**config.mk**
```make
export PLATFORM = sky130hd
export DESIGN_NAME = axi_4_slave_mem_datapath
export DESIGN_NICKNAME = d
export VERILOG_FILES = /design/src/rtl/axi_4_slave_mem_datapath_pkg.sv /design/src/rtl/axi_4_burst_addr_gen.sv /design/src/rtl/axi_4_slave_mem_datapath.sv
export VERILOG_INCLUDE_DIRS = /design/src /design/src/rtl
export SDC_FILE = /design/constraint.sdc
export NUM_CORES = 1
export LEC_CHECK = 0
export ABC_AREA = 1
export CAP_MARGIN = 15
export CORE_UTILIZATION = 29
export CTS_CLUSTER_DIAMETER = 120
export CTS_CLUSTER_SIZE = 12
export DETAILED_ROUTE_END_ITERATION = 7
export PLACE_DENSITY_LB_ADDON = 0.3
export SLEW_MARGIN = 20
export SYNTH_ARGS = -nofsm -noshare
export SYNTH_HDL_FRONTEND = slang
export SYNTH_SLANG_ARGS = --single-unit
```
**constraint.sdc**
```tcl
create_clock -name clk -period 4.5 [get_ports clk]
set_input_delay 0.9 -clock clk [delete_from_list [all_inputs] [get_ports clk]]
set_output_delay 0.9 -clock clk [all_outputs]
set_load 0.1 [all_outputs]
```
**src/rtl/axi_4_defs.svh**
```systemverilog
// Shared encodings for the AXI4 slave memory datapath: FSM states, burst types, responses.
`ifndef AXI_4_DEFS_SVH
`define AXI_4_DEFS_SVH

typedef enum logic [2:0] {
    DP_IDLE,
    DP_RD_REQ,
    DP_RD_WAIT,
    DP_RD_HOLD,
    DP_WR_WAIT_CMD,
    DP_WR_REQ,
    DP_WR_WAIT,
    DP_WR_HOLD
} axi_4_dp_states_e;

localparam logic [1:0] BURST_FIXED = 2'b00;
localparam logic [1:0] BURST_INCR  = 2'b01;
localparam logic [1:0] BURST_WRAP  = 2'b10;

localparam logic [1:0] RESP_OKAY   = 2'b00;
localparam logic [1:0] RESP_SLVERR = 2'b10;

`endif

```
**src/rtl/axi_4_slave_mem_datapath_pkg.sv**
```systemverilog
// Package wrapper so the datapath files can import the shared AXI4 encodings.
package axi_4_slave_mem_datapath_pkg;
`include "axi_4_defs.svh"
endpackage

```
**src/rtl/axi_4_burst_addr_gen.sv**
```systemverilog
// Combinational next-beat address for FIXED, INCR and WRAP bursts (reserved behaves as INCR).
module axi_4_burst_addr_gen
    import axi_4_slave_mem_datapath_pkg::*;
#(
    parameter int ADDR_W = 32
) (
    input  logic [ADDR_W-1:0] addr,
    input  logic [2:0]        size,
    input  logic [7:0]        len,
    input  logic [1:0]        burst,
    output logic [ADDR_W-1:0] next_addr
);

    logic [ADDR_W-1:0] w_step;
    logic [ADDR_W-1:0] w_incr;
    logic [ADDR_W-1:0] w_wrap_mask;

    assign w_step      = ADDR_W'(1) << size;
    assign w_incr      = addr + w_step;
    // Wrap block is (len+1) beats of 2^size bytes, aligned to its own size.
    assign w_wrap_mask = ((ADDR_W'(len) + ADDR_W'(1)) << size) - ADDR_W'(1);

    always_comb begin
        next_addr = w_incr;
        case (burst)
            BURST_FIXED: next_addr = addr;
            BURST_WRAP:  next_addr = (addr & ~w_wrap_mask) | (w_incr & w_wrap_mask);
            default:     next_addr = w_incr;
        endcase
    end

endmodule

```
**src/rtl/axi_4_slave_mem_datapath.sv**
```systemverilog
// AXI4 slave datapath: sequences read/write burst beats onto a variable-latency memory
// port under beat-by-beat control from an external AXI channel controller.
module axi_4_slave_mem_datapath
    import axi_4_slave_mem_datapath_pkg::*;
#(
    parameter int ADDR_W    = 32,
    parameter int DATA_W    = 32,
    parameter int MEM_BYTES = 4096
) (
    input  logic                clk,
    input  logic                reset,
    input  logic                m_arvalid,
    input  logic                s_arready,
    input  logic                m_awvalid,
    input  logic                s_awready,
    input  logic                m_wvalid,
    input  logic                s_wready,
    input  logic [ADDR_W-1:0]   m_araddr,
    input  logic [ADDR_W-1:0]   m_awaddr,
    input  logic [7:0]          m_arlen,
    input  logic [7:0]          m_awlen,
    input  logic [2:0]          m_arsize,
    input  logic [2:0]          m_awsize,
    input  logic [1:0]          m_arburst,
    input  logic [1:0]          m_awburst,
    input  logic [DATA_W-1:0]   m_wdata,
    input  logic [DATA_W/8-1:0] m_wstrb,
    input  logic                m_wlast,
    input  logic                m_rready,
    input  logic                s_rvalid,
    input  logic                incre_counter,
    input  logic                store_data,
    output logic                data_fetched,
    output logic                data_stored,
    output logic                s_rlast,
    output logic                wlast_done,
    output logic [DATA_W-1:0]   s_rdata,
    output logic [1:0]          s_rresp,
    output logic [1:0]          s_bresp,
    output logic                mem_req,
    output logic                mem_we,
    output logic [ADDR_W-1:0]   mem_addr,
    output logic [DATA_W-1:0]   mem_wdata,
    output logic [DATA_W/8-1:0] mem_wstrb,
    input  logic [DATA_W-1:0]   mem_rdata,
    input  logic                mem_ack
);

    axi_4_dp_states_e    r_state, w_state_nxt;
    logic [ADDR_W-1:0]   r_addr;
    logic [7:0]          r_len;
    logic [2:0]          r_size;
    logic [1:0]          r_burst;
    logic [7:0]          r_beat_cnt;
    logic [DATA_W-1:0]   r_wdata;
    logic [DATA_W/8-1:0] r_wstrb;
    logic                r_wlast;
    logic [DATA_W-1:0]   r_rdata;
    logic [1:0]          r_rresp;
    logic [1:0]          r_bresp;

    logic [ADDR_W-1:0]   w_next_addr;
    logic                w_last_beat;
    logic                w_ar_load, w_aw_load, w_advance;
    logic                w_rd_capture, w_rd_err, w_wr_latch, w_wr_err;
    logic                w_unused;

    // Write-channel handshakes are owned by the controller; store_data is the data-valid command.
    assign w_unused = &{1'b0, m_wvalid, s_wready};

    function automatic logic f_out_of_range(input logic [ADDR_W-1:0] a);
        return a >= ADDR_W'(MEM_BYTES);
    endfunction

    axi_4_burst_addr_gen #(.ADDR_W(ADDR_W)) u_addr_gen (
        .addr      (r_addr),
        .size      (r_size),
        .len       (r_len),
        .burst     (r_burst),
        .next_addr (w_next_addr)
    );

    assign w_last_beat = (r_beat_cnt == r_len);

    always_ff @(posedge clk or negedge reset) begin
        if (!reset) r_state <= DP_IDLE;
        else        r_state <= w_state_nxt;
    end

    always_comb begin
        w_state_nxt  = r_state;
        w_ar_load    = 1'b0;
        w_aw_load    = 1'b0;
        w_advance    = 1'b0;
        w_rd_capture = 1'b0;
        w_rd_err     = 1'b0;
        w_wr_latch   = 1'b0;
        w_wr_err     = 1'b0;
        mem_req      = 1'b0;
        mem_we       = 1'b0;
        data_fetched = 1'b0;
        data_stored  = 1'b0;
        s_rlast      = 1'b0;
        wlast_done   = 1'b0;
        case (r_state)
            DP_IDLE: begin
                if (m_arvalid && s_arready) begin
                    w_ar_load   = 1'b1;
                    // Out-of-range beats skip the memory and land straight in HOLD.
                    w_rd_err    = f_out_of_range(m_araddr);
                    w_state_nxt = w_rd_err ? DP_RD_HOLD : DP_RD_REQ;
                end else if (m_awvalid && s_awready) begin
                    w_aw_load   = 1'b1;
                    w_state_nxt = DP_WR_WAIT_CMD;
                end
            end
            DP_RD_REQ: begin
                mem_req     = 1'b1;
                w_state_nxt = DP_RD_WAIT;
            end
            DP_RD_WAIT: begin
                if (mem_ack) begin
                    w_rd_capture = 1'b1;
                    w_state_nxt  = DP_RD_HOLD;
                end
            end
            DP_RD_HOLD: begin
                data_fetched = 1'b1;
                s_rlast      = w_last_beat;
                if (s_rvalid && m_rready && w_last_beat) begin
                    w_state_nxt = DP_IDLE;
                end else if (incre_counter && !w_last_beat) begin
                    w_advance   = 1'b1;
                    w_rd_err    = f_out_of_range(w_next_addr);
                    w_state_nxt = w_rd_err ? DP_RD_HOLD : DP_RD_REQ;
                end
            end
            DP_WR_WAIT_CMD: begin
                if (store_data) begin
                    w_wr_latch  = 1'b1;
                    w_wr_err    = f_out_of_range(r_addr);
                    w_state_nxt = w_wr_err ? DP_WR_HOLD : DP_WR_REQ;
                end
            end
            DP_WR_REQ: begin
                mem_req     = 1'b1;
                mem_we      = 1'b1;
                w_state_nxt = DP_WR_WAIT;
            end
            DP_WR_WAIT: begin
                if (mem_ack) w_state_nxt = DP_WR_HOLD;
            end
            DP_WR_HOLD: begin
                data_stored = 1'b1;
                wlast_done  = r_wlast;
                if (incre_counter && !w_last_beat && !r_wlast) begin
                    w_advance   = 1'b1;
                    w_state_nxt = DP_WR_WAIT_CMD;
                end else if (r_wlast && !incre_counter && !store_data) begin
                    w_state_nxt = DP_IDLE;
                end
            end
            default: w_state_nxt = DP_IDLE;
        endcase
    end

    always_ff @(posedge clk or negedge reset) begin
        if (!reset) begin
            r_addr     <= '0;
            r_len      <= '0;
            r_size     <= '0;
            r_burst    <= '0;
            r_beat_cnt <= '0;
            r_wdata    <= '0;
            r_wstrb    <= '0;
            r_wlast    <= 1'b0;
            r_rdata    <= '0;
            r_rresp    <= RESP_OKAY;
            r_bresp    <= RESP_OKAY;
        end else begin
            if (w_ar_load) begin
                r_addr     <= m_araddr;
                r_len      <= m_arlen;
                r_size     <= m_arsize;
                r_burst    <= m_arburst;
                r_beat_cnt <= '0;
                r_rresp    <= RESP_OKAY;
            end else if (w_aw_load) begin
                r_addr     <= m_awaddr;
                r_len      <= m_awlen;
                r_size     <= m_awsize;
                r_burst    <= m_awburst;
                r_beat_cnt <= '0;
                r_bresp    <= RESP_OKAY;
            end
            if (w_advance) begin
                r_addr     <= w_next_addr;
                r_beat_cnt <= r_beat_cnt + 8'd1;
            end
            if (w_rd_capture) begin
                r_rdata <= mem_rdata;
                r_rresp <= RESP_OKAY;
            end
            if (w_rd_err) begin
                r_rdata <= '0;
                r_rresp <= RESP_SLVERR;
            end
            if (w_wr_latch) begin
                r_wdata <= m_wdata;
                r_wstrb <= m_wstrb;
                r_wlast <= m_wlast;
            end
            // Write error is sticky for the whole burst.
            if (w_wr_err) r_bresp <= RESP_SLVERR;
        end
    end

    assign s_rdata   = r_rdata;
    assign s_rresp   = r_rresp;
    assign s_bresp   = r_bresp;
    assign mem_addr  = r_addr;
    assign mem_wdata = r_wdata;
    assign mem_wstrb = r_wstrb;

endmodule

```
==> flow_summary.yaml <==
outcome:
  run_status: "complete, no violations"
floorplanning:
  floorplan.initialDensity_pct: 29.7
  die_width_um: 182
  design.portCount: 282
  core-area_mm2: 0.0318
  design.die.area_mm2: 0.0333
  rows: 65
  fp.dieH_um: 182
global_routing:
  antenna_found_initial: 5
  globalRouteOverflowTotal: 0
  met2_grt_util_pct: 34.0
  groute.layer.met1.usage_pct: 25.0
  busiest_layer_in_global_routing: "met2"
  grt_start_max_net_pins: 90
  grt_use_met3_pct: 5.45
  grt_pass1_vias: 9650
  global_route_usage_over_all_layers_pct: 20.1
  first_pass_grt_wire_length_um: 51800
synthesis:
  synthArstFlopShare_pct: 100
  synth_area_per_cell_um2: 7.32
  synth_area_mm2: 0.00944
  synth_edf_count: 0
  synth.most_common_cell: "nand2_1"
  post-synth-top-area-cell: "dfrtp_1"
  synth_warnings: 0
  netlist_instances: 1289
  yosys-top-cells-area: "dfrtp_1 34%, nand2_1 16%, nand3_1 4.7%"
  synth-seq-area-share_pct: 33.7
  synth.top_cells.by_count: "396 x nand2_1, 127 x dfrtp_1, 116 x inv_1"
  postSynthRegisterBits: 127
  yosysUniqueCellTypes: 54
  synth_top_area_share_pct: 33.7
  synthFlopType: "dfrtp_1"
routing:
  post_drt_wl_per_cell_um: 16.5
  post_route_wl_um: 33100
  drt-initial-drc-count: 654
  drtAntennaViolNets: 0
  routed-via-count: 9692
  drc: 0
  1st_pass_router_iterations: 5
  routed_vias_inst: 4.85
timing:
  final_hold_viol_count: 0
  tightest_slew_ps: 1080
  max_freq_mhz: 242
  fin_setup_tns_ps: 0
  min_period_ps: 4130
  timing.final.crit_share_pct: 91.8
  setup_repair_after_global_routing_missed_its_margin: "false"
  max-slew-margin-rel_pct: 27.9
  report.final.setup_viol: 0
  final.setup_skew_ps: 12.3
  holdWs_ps: 479
  slew_viol_final: 0
final_layout:
  antennaDiodeCount: 0
  area.growth.synth_to_final_pct: 40.4
  drive_gt1_share_pct: 10.5
  final.fill_count: 3224
  nNetsFinal: 1736
clock_network:
  clock_tree.buffer_depth: 2
  post_cts_buffers: 0
  cts.root.buffer_cell: "clkbuf_16"
  clock_tree_from_tritoncts: "built"
  cts.htree.levels: 4
  clock_insertion_delay_worst_skew_ps: 420
  cts.reportedPaths.clkPinSlew_ps: 70
  cts_bufs_inserted: 17
  clock-sinks: 127
critical_path:
  critical_path_required_ps: 4850
  timing.reg2reg.worst_path_depth: 23
  crit_arrival_ps: 4480
  cp_max_fo: 19
  reg2reg_from: "r_size[0]$_DFFE_PN0P_"
  critical_path_capture_point_type: "register"
  setup.worst_path.start_class: "register"
  timing.critical_path.cells: "buf_4, nor3_1, ha_1, inv_1, fa_1, o21ai_1, nand2_1, nand2_1, nand2_1, nor2_1, nand2_1, xor2_1, o22ai_1, inv_1, nand2_1, nor2_1, nand2_1, nor2_2, nand3_2, nand2_2, nand2_4, buf_12, nor2_1"
  regToRegSetupSlack_ps: 370
  critPathMostFrequentCell: "nand2_1"
  timing.rr.end: "s_rdata[0]$_DFFE_PN0P_"
  crit_path_max_incr_delay_ps: 470
  critical_path.slowest_cell: "fa_1"
  worst-setup-path-type: "reg -> reg"
placed_design:
  dpl.hpwl_um: 25400
  gpl.final_weighted_congestion: 0.928
  placement.io_buffers: 277
hold_path:
  min_path_type: "reg -> reg"
  worst_hold_stages: 2
  worstHoldEndpoint: "mem_wdata[5]$_DFFE_PN0P_"
  hold_path_startpoint: "mem_wdata[5]$_DFFE_PN0P_"
job:
  max-cap-violations: 0
==> cell usage in the layout (no fill, tap or decap), types with 4 or more instances in the layout <==
master           Yosys  final
nand2_1            396    396
clkdlybuf4s50_1      0    275
dfrtp_1            127    126
inv_1              116    116
nand3_1             88     87
nor2_1              82     81
o21ai_0             47     47
mux2i_1             40     40
xor2_1              38     38
nor2_4              35     36
a21oi_1             27     27
buf_4                6     27
nand3_2             24     25
nand4_1             25     25
a31oi_1             25     25
nor3_1              20     20
o22ai_1             19     19
nand2_2             17     17
clkbuf_16            0     17
o221ai_1            12     12
ha_1                12     12
nor4_1              11     11
o211ai_1            10     10
inv_2                7      8
nor2_2               5      5
xnor2_1              5      5
a22oi_1              4      4
o311ai_0             4      4
inv_6                0      4
inv_8                0      4
==> sequential cells by signal, summed over array words and instances (netlist names) <==
signal	cells
r_len	8
mem_wdata	32
r_beat_cnt	8
r_burst	2
s_rdata	32
r_wlast	1
s_bresp	1
mem_addr	32
mem_wstrb	4
s_rresp	1
r_state	3
r_size	3
==> worst max-delay path: cells and delay by family, from the launching register on <==
kind / cells / cell delay [ps]
adder cells (fa/ha/maj): 2 / 690
flip-flops: 1 / 400
XOR/XNOR: 1 / 220
AO/OA/AOI/OAI: 2 / 360
AND/OR/NAND/NOR: 14 / 1780
buffers and inverters: 4 / 610
==> worst max path at each step <==
stage | from | to | slack, ps
5_1_grt | r_len[0]$_DFFE_PN0P_ | s_rdata[19]$_DFFE_PN0P_ | 20
4_1_cts | r_size[2]$_DFFE_PN0P_ | s_rdata[19]$_DFFE_PN0P_ | 350
3_5_place_dp | r_size[2]$_DFFE_PN0P_ | s_rdata[0]$_DFFE_PN0P_ | 380
6_report | r_size[0]$_DFFE_PN0P_ | s_rdata[0]$_DFFE_PN0P_ | 370
3_3_place_gp | r_size[2]$_DFFE_PN0P_ | s_rdata[0]$_DFFE_PN0P_ | 460
2_1_floorplan | r_state[1]$_DFFE_PN0P_ | s_rlast | 290
==> routing by layer <==
metal | part of all wire, % | routed length [um]
met1 | 43 | 14200
met2 | 48 | 15800
met3 | 7.4 | 2460
met4 | 1.7 | 548
met5 | 0.17 | 57
==> cells by family after synthesis <==
logic type / synth area share, %
and+or+nand+nor: 36.5
adders and majority gates: 1.80
other: 0.0397
DFF: 33.7
muxes: 4.36
xor gates and xnor gates: 3.99
AOI/OAI and AO/OA: 11.0
buffers and inverters: 8.67
==> area by class of cell <==
| type | count | area, um^2 | area share, % |
|---|---|---|---|
| multi-input combinational | 977 | 5460 | 41.2 |
| inverter | 124 | 465 | 3.51 |
| clock buffer | 18 | 429 | 3.24 |
| timing repair buffer | 304 | 2990 | 22.5 |
| tap | 435 | 544 | 4.11 |
| sequential | 127 | 3180 | 24.0 |
| clock inverter | 14 | 191 | 1.44 |
==> per-stage QoR <==
| stage | std cells | setup slack [ps] | instance area [um^2] | utilization (%) |
|---|---|---|---|---|
| CTS | 1999 | 349 | 13300 | 41.7 |
| floorplan | 1290 | 290 | 9440 | - |
| finish | 1999 | 369 | 13300 | 41.7 |
| detailed placement | 1967 | 376 | 12600 | 39.7 |
| global route | 1999 | 16.4 | 13300 | 41.7 |
| global placement | 1967 | 458 | 12600 | 39.7 |
==> timing repair <==
item,4_1_cts,5_1_grt
hold buffers,0,0
setup endpoints to repair,0,19
resized for setup,0,1
endpoints found under the hold margin,0,0
Power is not shown: default switching activity piles up to over one toggle a cycle in this logic, so the estimate is an artifact.
